===== src/rtl/ssd_score_display.sv =====
// Multiplexed common-anode seven-segment driver: sequential double-dabble
// binary-to-BCD conversion into a double-buffered display register, with blanking/blink/overflow.
module ssd_score_display #(
  parameter int unsigned NUM_DIGITS  = 4,
  parameter int unsigned BIN_WIDTH   = 14,
  parameter int unsigned REFRESH_DIV = 131072,
  parameter int unsigned BLINK_DIV   = 25000000
) (
  input  logic                  board_clk,
  input  logic                  reset,
  input  logic [BIN_WIDTH-1:0]  value_in,
  input  logic                  value_load,
  input  logic                  blank_zeros,
  input  logic                  blink_en,
  output logic                  busy,
  output logic                  overflow,
  output logic [NUM_DIGITS-1:0] an_n,
  output logic [7:0]            seg_n
);

  localparam int unsigned DW    = 4 * NUM_DIGITS;
  localparam int unsigned REF_W = $clog2(REFRESH_DIV);
  localparam int unsigned BLK_W = $clog2(BLINK_DIV);
  localparam int unsigned DIG_W = (NUM_DIGITS > 1) ? $clog2(NUM_DIGITS) : 1;
  localparam int unsigned CNT_W = $clog2(BIN_WIDTH + 1);

  function automatic logic [63:0] max_value(input int unsigned n);
    logic [63:0] p;
    p = 64'd1;
    for (int unsigned i = 0; i < n; i++) p = p * 64'd10;
    return p - 64'd1;
  endfunction

  localparam logic [63:0] MAX_VAL = max_value(NUM_DIGITS);

  function automatic logic [7:0] seg_decode(input logic [3:0] d);
    case (d)
      4'd0:    return 8'b00000011;
      4'd1:    return 8'b10011111;
      4'd2:    return 8'b00100101;
      4'd3:    return 8'b00001101;
      4'd4:    return 8'b10011001;
      4'd5:    return 8'b01001001;
      4'd6:    return 8'b01000001;
      4'd7:    return 8'b00011111;
      4'd8:    return 8'b00000001;
      4'd9:    return 8'b00001001;
      default: return 8'b11111111;
    endcase
  endfunction

  typedef enum logic {IDLE, SHIFT} state_t;

  state_t                state_q, state_d;
  logic [BIN_WIDTH-1:0]  shift_q, shift_d;
  logic [DW-1:0]         work_q, work_d, disp_q, disp_d, adj;
  logic [CNT_W-1:0]      iter_q, iter_d;
  logic                  ovf_pend_q, ovf_pend_d, overflow_q, overflow_d;
  logic [REF_W-1:0]      ref_q, ref_d;
  logic [BLK_W-1:0]      blk_q, blk_d;
  logic                  phase_q, phase_d;
  logic [DIG_W-1:0]      dig_q, dig_d;
  logic [NUM_DIGITS-1:0] an_q, an_d;
  logic [7:0]            seg_q, seg_d;
  logic [3:0]            nib;
  logic                  blank;

  always_comb begin
    adj = '0;
    for (int unsigned i = 0; i < NUM_DIGITS; i++) begin
      adj[4*i +: 4] = (work_q[4*i +: 4] >= 4'd5) ? work_q[4*i +: 4] + 4'd3 : work_q[4*i +: 4];
    end
  end

  always_comb begin
    state_d    = state_q;
    shift_d    = shift_q;
    work_d     = work_q;
    iter_d     = iter_q;
    ovf_pend_d = ovf_pend_q;
    overflow_d = overflow_q;
    disp_d     = disp_q;
    case (state_q)
      IDLE: begin
        if (value_load) begin
          shift_d    = value_in;
          work_d     = '0;
          iter_d     = CNT_W'(BIN_WIDTH);
          ovf_pend_d = 64'(value_in) > MAX_VAL;
          state_d    = SHIFT;
        end
      end
      SHIFT: begin
        {work_d, shift_d} = {adj[DW-2:0], shift_q, 1'b0};
        iter_d = iter_q - CNT_W'(1);
        // the final shift result goes straight into the display buffer
        if (iter_q == CNT_W'(1)) begin
          disp_d     = work_d;
          overflow_d = ovf_pend_q;
          state_d    = IDLE;
        end
      end
      default: state_d = IDLE;
    endcase
  end

  always_comb begin
    ref_d   = (ref_q == REF_W'(REFRESH_DIV - 1)) ? '0 : ref_q + REF_W'(1);
    dig_d   = dig_q;
    if (ref_q == REF_W'(REFRESH_DIV - 1)) begin
      dig_d = (dig_q == DIG_W'(NUM_DIGITS - 1)) ? '0 : dig_q + DIG_W'(1);
    end
    blk_d   = (blk_q == BLK_W'(BLINK_DIV - 1)) ? '0 : blk_q + BLK_W'(1);
    phase_d = (blk_q == BLK_W'(BLINK_DIV - 1)) ? ~phase_q : phase_q;

    nib   = '0;
    blank = 1'b0;
    for (int unsigned i = 0; i < NUM_DIGITS; i++) begin
      if (dig_q == DIG_W'(i)) begin
        nib   = disp_q[4*i +: 4];
        blank = blank_zeros && (i != 0) && ((disp_q >> (4*i)) == '0);
      end
    end

    an_d  = ~(NUM_DIGITS'(1) << dig_q);
    seg_d = seg_decode(nib);
    if (overflow_q) begin
      seg_d = 8'b11111101;
    end else if (blank) begin
      an_d  = '1;
      seg_d = 8'b11111111;
    end
    if (blink_en && phase_q) an_d = '1;
  end

  always_ff @(posedge board_clk) begin
    if (reset) begin
      state_q    <= IDLE;
      shift_q    <= '0;
      work_q     <= '0;
      iter_q     <= '0;
      ovf_pend_q <= 1'b0;
      overflow_q <= 1'b0;
      disp_q     <= '0;
      ref_q      <= '0;
      blk_q      <= '0;
      phase_q    <= 1'b0;
      dig_q      <= '0;
      an_q       <= '1;
      seg_q      <= '1;
    end else begin
      state_q    <= state_d;
      shift_q    <= shift_d;
      work_q     <= work_d;
      iter_q     <= iter_d;
      ovf_pend_q <= ovf_pend_d;
      overflow_q <= overflow_d;
      disp_q     <= disp_d;
      ref_q      <= ref_d;
      blk_q      <= blk_d;
      phase_q    <= phase_d;
      dig_q      <= dig_d;
      an_q       <= an_d;
      seg_q      <= seg_d;
    end
  end

  assign busy     = (state_q == SHIFT);
  assign overflow = overflow_q;
  assign an_n     = an_q;
  assign seg_n    = seg_q;

endmodule

===== config.mk =====
export PLATFORM = sky130hd
export DESIGN_NAME = ssd_score_display
export DESIGN_NICKNAME = d
export VERILOG_FILES = /design/src/rtl/ssd_score_display.sv
export SDC_FILE = /design/constraint.sdc
export NUM_CORES = 1
export LEC_CHECK = 0
export ABC_AREA = 1
export BUFFER_PORTS_ARGS = -buffer_cell sky130_fd_sc_hd__buf_2
export CAP_MARGIN = 20
export CELL_PAD_IN_SITES_DETAIL_PLACEMENT = 2
export CELL_PAD_IN_SITES_GLOBAL_PLACEMENT = 2
export CORE_ASPECT_RATIO = 0.7
export CORE_UTILIZATION = 35
export DETAILED_ROUTE_END_ITERATION = 7
export GPL_ROUTABILITY_DRIVEN = 0
export GPL_TIMING_DRIVEN = 0
export PLACE_DENSITY = 0.76
export SLEW_MARGIN = 20
export SYNTH_ARGS = -nofsm -noshare
export SYNTH_HDL_FRONTEND = slang
export SYNTH_SLANG_ARGS = --single-unit

===== constraint.sdc =====
create_clock -name board_clk -period 2.7 [get_ports board_clk]
set_clock_uncertainty 0.2 [all_clocks]
set_input_delay 0.135 -clock board_clk [delete_from_list [all_inputs] [get_ports board_clk]]
set_output_delay 0.135 -clock board_clk [all_outputs]
set_load 0.05 [all_outputs]

**Word level (Yosys, flattened, before mapping)**

Memories as Yosys holds them, arrays and structs flattened.
Index checks and enable logic that the tools add are counted.

- Magnitude comparators: 5
- Multiplexer cells: 25
- Reduce and logical (&&, ||, !) cells: 14
- Bitwise gates (word level): 3
- Eq/ne operators: 7
- $add $sub $neg: 8
- Shifts and indexed selects: 1

Operators with widths:

| kind | count |
|---|---|
| $logic_not A16 Y1 | 3 |
| $mux W4 | 10 |
| $pmux W16 S2 | 1 |
| $pmux W14 S2 | 1 |
| $add A25 B1 Y25 const B | 1 |
| $eq A25 B25 Y1 const B | 1 |
| $add A17 B1 Y17 const B | 1 |
| $eq A17 B17 Y1 const B | 1 |
| $ge A4 B3 Y1 const B | 4 |
| $mux W16 | 1 |
| $gt A14 B14 Y1 const B | 1 |
| $mux W14 | 1 |
| $add A4 B2 Y4 const B | 3 |
| $pmux W4 S2 | 1 |
| $mux W2 | 3 |
| $reduce_or A2 Y1 | 3 |
| $mux W1 | 5 |
| $eq A2 B2 Y1 const B | 2 |
| $eq A4 B1 Y1 const B | 1 |
| $logic_and A1 B1 Y1 | 4 |
| $not A4 Y4 | 1 |
| $reduce_and A2 Y1 | 2 |
| $shl A1 B2 Y4 const A | 1 |
| $sub A4 B1 Y4 const B | 1 |
| 9 further kinds | 10 |

- Bits in registers: 110
- Input port bits: 19
- Logic and storage cells: 78
- Output and inout port bits: 14
- Bits in read-only memories: 112
- Memories: 1

Memories:

| name | words | width | read ports | clocked after memory_dff | write ports | line | RTL |
|---|---|---|---|---|---|---|---|
| (name not given) | 16 | 7 | 1 | 0 | 0 | 37 | `case (d)` |

**Longest topological paths before layout**

Gate-level depths: netlist of the first run.
An unclocked memory read counts as a cell.

- Word-level depth: 8
- Depth in mapped cells: 14
- Gate-level depth less buffers: 14

**Worst setup path after synthesis of the first run**

OpenSTA, ideal clock, no wires.

- Path type: flip-flop to flip-flop
- From: reg ref_q[0]
- To: reg ref_q[12]
- Clock period less this slack: 2.226 ns
- Slack: 0.474 ns
- Stages on the path, launching flop included: 14
- Data arrival time: 1.912 ns
- Library setup time: 0.115 ns
- Path buffers: 1
- Required time: 2.385 ns
- Cell sequence: dfxtp_1 > ha_1 > nand3_1 > nor3_1 > nand2_1 > inv_1 > nand4_1 > nor2_1 > ha_1 > nor2_1 > inv_1 > buf_2 > a21oi_1 > o21a_1

- Cells in the longest elaborated chain, start to end: 2
- Elaborated cells between the ends (all ways): 3
- Those cells by class: add/sub (1); eq/ne (1); reduce/logical (1)

Ends and longest elaborated chain:

| what | line | RTL |
|---|---|---|
| from (decl) | 59 | `logic [REF_W-1:0] ref_q, ref_d;` |
| from (signal assigned) | 159 | `ref_q <= ref_d;` |
| branches (longest 2 deep; another with $add A17 B1 Y17) | -- |  |

Parallel ways; which one is timed is not known.
A chain may end at the register's enable or synchronous reset.

**Final worst setup path of the first run**

Same ends and word-level chain as after synthesis.

==> results of run 1 <==
cells in the mapped netlist (2+ instances only):
library cell  instances
a211oi_1              2
a21oi_1              77
a22oi_1              11
a31oi_1               2
buf_1                 4
buf_2                 9
buf_6                 2
clkbuf_1              5
dfxtp_1             109
ha_1                 23
inv_1               103
inv_2                 2
nand2_1             178
nand2_2               3
nand2_4               2
nand3_1              48
nand3b_1              6
nand4_1              10
nor2_1               75
nor2_4                3
nor3_1               11
nor3b_1               2
o21a_1                2
o21ai_0              35
o21ai_2               4
or2_0                 4
or2_2                 2
xnor2_1               6
xor2_1               10
layout by cell type, fill, tap and decap left out, types with 3 or more instances in the layout:
cell type and instances:
a21oi_1 76, a22oi_1 11, buf_1 4, buf_2 38
buf_6 3, clkbuf_1 5, clkbuf_16 9, dfxtp_1 109
dlygate4sd3_1 15, ha_1 22, inv_1 102, inv_2 3
nand2_1 177, nand2_2 4, nand3_1 47, nand3b_1 6
nand4_1 10, nor2_1 73, nor2_4 3, nor3_1 10
o21ai_0 35, o21ai_2 4, or2_0 4, xnor2_1 6
xor2_1 10
final timing paths:
check / from / endpoint / slack, ps
worst max-delay path: ref_q[0] / ref_q[12] / 210
worst min register to register: ref_q[0] / ref_q[0] / 250
worst min-delay path: reset / disp_q[9] / 6
worst max register to register: ref_q[0] / ref_q[12] / 210
per-stage QoR:
step                      setup WS, ps  utilization [%]  hold slack [ps]  TNS (ps)
after floorplan                  473.7                -            79.61         0
after global placement          -114.4            38.91            209.6    -329.8
after detailed placement        -324.5            38.91            218.4     -2475
after CTS                        25.26            42.16            16.66         0
after global routing             20.19            42.29            33.61         0
final                            211.8            42.29            6.467         0
worst max-delay path, stage by stage, from the launching register on:
cell and delay [ps]:
dfxtp_1 360, ha_1 210, nand3_2 120, nor3_4 200
nand2_2 110, inv_2 100, nand4_1 140, nor2_2 210
ha_4 190, nor2_2 90, inv_1 120, buf_6 160
a21oi_1 50, o21a_1 100
area by class of cell:
class / count / area, um2
Buffer: 21 / 115.1
Clock buffer: 9 / 225.2
Clock inverter: 7 / 81.33
Fill cell: 1761 / 8576
Inverter: 106 / 397.9
Multi-Input combinational cell: 524 / 2739
Sequential cell: 109 / 2182
Tap cell: 195 / 244.0
Timing Repair Buffer: 45 / 300.3
cells by family (layout without fill, tap and decap cells):
logic type	count (synthesis)	in the layout
AND/OR/NAND/NOR	348	348
AO/OA/AOI/OAI	136	136
buffers and inverters	127	188
flip-flops	109	109
adder cells (fa/ha/maj)	23	23
XOR/XNOR	16	16
other	1	1
layer usage:
layer	track usage, %	vias up
met5	0	-
met4	5.051	0
met3	5.195	18
met2	36.44	64
met1	33.07	2557
li1	-	2550
where the power goes:
group	leakage [uW]	total, uW	internal [uW]	switching (uW)
Clock	0.000152	1410	736	673
Sequential	0.000886	1680	1650	27.7
Combinational	0.00163	296	94.6	201
Total	0.00267	3380	2480	902
repair_timing:
action | CTS | global route
hold buffers | 15 | 0
endpoints found under the setup margin | 11 | 11
pin swaps | 2 | 2
hold endpoints to repair | 19 | 0
resized for setup | 7 | 5
buffers inserted | 0 | 0
sequential cells by signal, summed over array words and instances (netlist names), 2 cells and up:
| register | cells |
|---|---|
| shift_q | 14 |
| blk_q | 25 |
| dig_q | 2 |
| iter_q | 4 |
| seg_n | 7 |
| an_n | 4 |
| work_q | 16 |
| disp_q | 16 |
| ref_q | 17 |
==> flow_summary.json, run 1 <==
{
  "cts_root_buffer": "clkbuf_16",
  "hpwl_mm": 13.06,
  "holdPathStages": 4,
  "design_area_um2": 6285,
  "cp_data_required_time_ps": 2760,
  "yosys.area_share.simple_pct": 28.26,
  "placed_area_um2": 5782,
  "met1_length_mm": 9.026,
  "end_kind": "flip-flop",
  "seq_area_frac_synth_pct": 40.50,
  "dp_cells": 985,
  "start_util_pct": 36.25,
  "clk_pin_slew_worst_paths_ps": 80,
  "max_freq_ghz": 0.4019,
  "grt_max_degree": 20,
  "muxShareOfSynthArea_pct": 0,
  "numCtsBuffers": 9,
  "layout-drive-gt1-share_pct": 10.35,
  "num_io_pins": 33,
  "p_leak_uw": 0.002668,
  "htreeDepth": 3,
  "grt_overflow": 0,
  "die_width_um": 150.3,
  "netlist_top_cells_area": "dfxtp_1 (41%), nand2_1 (12%), inv_1 (7.2%), a21oi_1 (7.2%), ha_1 (5.3%)",
  "dr_wl_met2_mm": 7.551,
  "synth_top_family_by_area": "simple AND/OR/NAND/NOR gates",
  "finalSetupViolCount": 0,
  "slew_headroom_pct": 53.37,
  "slew_viol_final": 0,
  "wirelength_mm": 17.32,
  "ys_ff_latch": 109,
  "outcome": "complete, no violations",
  "dr.pass1.iters": 4,
  "start_kind": "flip-flop",
  "detail_route.wl_per_cell_um": 17.05,
  "finalNonFillerCells": 1016,
  "avgViaCountPerCell": 5.107,
  "grt_pass1_wl_mm": 28.57,
  "worstMarginPinSlew_ps": 699.4,
  "synth-edff-count": 0,
  "clock_latency_ps": 370,
  "powerDensity_nw_per_um2": 538.3,
  "rsz0062_at_grt": "false",
  "synth_compound_area_share_pct": 13.82,
  "cts_tree": "yes",
  "synthToLayoutAreaGrowth_pct": 16.65,
  "drt_iter0_drc": 180,
  "synth_warnings": 0,
  "grt_pass1_vias": 5531,
  "ir_drop_v": 0.0002639,
  "top_layer": "met4",
  "maxCapViolCount": 0,
  "diodes": 0,
  "hp-class": "in2reg",
  "clock_sinks": 109,
  "drc": 0,
  "route.vias.total": 5189,
  "async_reset_ff_share_pct": 0,
  "die_y_um": 105.8,
  "core_area_um2": 14860,
  "dieArea_um2": 15900,
  "cp_max_fo": 10,
  "synthXorXnorAreaFrac_pct": 2.601,
  "hold_violations": 0,
  "port_buffers": 30,
  "yosys.area.top_type": "dfxtp_1",
  "grtUsageTotal_pct": 23.51,
  "reg2regPathDepth": 13,
  "timing.final.crit_share_pct": 92.16,
  "synth_cell_type_count": 39,
  "critPathKind": "reg2reg",
  "synth_ff_type": "dfxtp_1",
  "cp.arrival_ps": 2550,
  "finalNetCount": 858,
  "route.met3.wl_um": 548,
  "synthAdderAreaFrac_pct": 5.341,
  "cts_buffer_depth": 2,
  "synth_cells": 760,
  "rows": 37,
  "avgSynthCellArea_um2": 7.089,
  "synth_top_area_share_pct": 40.50,
  "antenna_found_initial": 0,
  "ant_nets": 0,
  "synth_area_um2": 5388,
  "synth_nets": 802,
  "fin_crit_ps": 2488,
  "total_power_uw": 3383
}
(Power assumes the default switching activity.)
==> run 2: changes to the inputs <==
CORE_UTILIZATION = 31   (was 35)
PLACE_DENSITY = 0.71   (was 0.76)
clock period = 2 ns   (was 2.7 ns; I/O delays follow)
==> run 2 against run 1 <==
Effect of this change:
- highest routed layer unchanged
- sequential power increased by 35%
- the run now ends with setup timing left
- global-route usage down 2.4 points
- die area is 13% higher
- critical path type unchanged
- largest cell class unchanged
- sequential share of layout area shrank 2.6 points
==> flow_summary.json, run 2 (synthesis gave the netlist of run 1 again) <==
{
  "worstPathCellList": "ha_4 > nand3_4 > nor3_4 > nand2_2 > inv_2 > nand4_1 > nor2_2 > ha_4 > nor2_4 > buf_4 > o21ai_0 > a21oi_1",
  "regMostFlops": "blk_q",
  "crit_path_top_delay_cell": "dfxtp_2",
  "htreeDepth": 3,
  "hpwl_mm": 13.53,
  "dr.pass1.iters": 4,
  "dieArea_um2": 17920,
  "synthToLayoutAreaGrowth_pct": 26.71,
  "fin_setup_tns_ps": -521.9,
  "grt_max_degree": 17,
  "wirelength_mm": 18.41,
  "cp.arrival_ps": 2130,
  "drc": 0,
  "finalSetupViolCount": 16,
  "crit_family": "simple AND/OR/NAND/NOR gates",
  "largest_reg_flops": 25,
  "grt_pass1_vias": 5729,
  "clk_pin_slew_worst_paths_ps": 70,
  "ir_drop_v": 0.0003473,
  "hold_violations": 0,
  "cp_common_cell": "ha_4",
  "layout.cells.most_common_list": "nand2_1 (166), dfxtp_1 (105), inv_1 (92)",
  "grt_overflow": 0,
  "placed_area_um2": 5873,
  "finalNetCount": 884,
  "grt_pass1_wl_mm": 29.61,
  "maxCapViolCount": 0,
  "cts_buffer_depth": 2,
  "max_freq_ghz": 0.4776,
  "cp_max_fo": 6,
  "num_io_pins": 33,
  "ant_nets": 0,
  "timing.final.crit_share_pct": 104.7,
  "grtUsageTotal_pct": 21.06,
  "avgViaCountPerCell": 4.939,
  "cts_root_buffer": "clkbuf_16",
  "core_area_um2": 16640,
  "start_kind": "flip-flop",
  "powerDensity_nw_per_um2": 656.2,
  "reg.largest.list": "blk_q: 25 flops, ref_q: 17 flops",
  "die_width_um": 159.6,
  "clock_sinks": 109,
  "antenna_found_initial": 0,
  "max_stage_delay_ps": 350,
  "critPathBufInv": 2,
  "die_y_um": 112.3,
  "detail_route.wl_per_cell_um": 17.19,
  "port_buffers": 30,
  "timing.hold.ws_ps": 15.80,
  "route.vias.total": 5290,
  "rsz0062_at_grt": "true",
  "diodes": 0,
  "start_util_pct": 32.38,
  "hp-class": "in2reg",
  "slew_headroom_pct": 52.63,
  "design_area_um2": 6827,
  "fin_crit_ps": 2094,
  "cp_data_required_time_ps": 2040,
  "critPathKind": "reg2reg",
  "rows": 39,
  "clock_latency_ps": 350,
  "slew_viol_final": 0,
  "layout-drive-gt1-share_pct": 19.62,
  "numCtsBuffers": 9,
  "violations": "setup timing",
  "cts_tree": "yes",
  "end_kind": "flip-flop",
  "final_common_cell": "nand2_1",
  "p_leak_uw": 0.002837,
  "worstMarginPinSlew_ps": 710.5,
  "drt_iter0_drc": 137,
  "outcome": "finished with violations",
  "layout_setup_ws_ps": -93.82
}
## run 2: final timing paths
check | start | to | slack [ps] | cells past startpoint
max | ref_q[0] | ref_q[6] | -90 | 12
min | value_load | ovf_pend_q | 20 | 4
max reg2reg | ref_q[0] | ref_q[6] | -90 | 12
min reg2reg | ref_q[13] | ref_q[13] | 270 | 2
## run 2: area by class of cell
class                   instances  area, um2
inverters                     106      416.7
fillers                      1934       9813
plain buffers                  20      117.6
multi-input cells             524       3024
clock buffers                  13      270.3
repair buffers                 72      508.0
flip-flops and latches        109       2192
well taps                     225      281.5
clock inverters                 2      16.27
## run 2: through the flow
step / setup WS [ps] / instances / util, % / power [uW]
global route: -171.8 / 1071 / 41.03 / 4677
finish: -93.82 / 1071 / 41.03 / 4480
detailed placement: -425.4 / 1015 / 35.30 / 2704
floorplan: -12.89 / 760 / - / 2565
CTS: -44.77 / 1066 / 39.72 / 4553
global placement: -326.5 / 1015 / 35.30 / 2681
## run 2: tightest hold or removal path, cell delays in order
cell	delay, ps
buf_2	110
nand2_2	160
nand2_1	100
a21oi_1	60
## run 2: repair_timing
action	in CTS	in global routing
pin swaps	16	16
cloned	1	0
buffers inserted	21	6
hold buffers	14	0
setup endpoints to repair	46	61
hold endpoints to repair	18	0
gates resized for setup	36	50
## run 2: power by group
group | switching (uW) | internal (uW)
Clock | 826 | 948
Sequential | 39.6 | 2230
Combinational | 290 | 149
## run 2: metal layers
metal  global-route usage, %  routed length [um]  part of all wire [%]  vias up
met5                       0                   0                     0        -
met4                   6.026                 191                   1.0        0
met3                   3.695                 617                   3.4       13
met2                   35.46                8803                    48       72
met1                   27.65                8794                    48     2608
li1                        -                   -                     -     2597
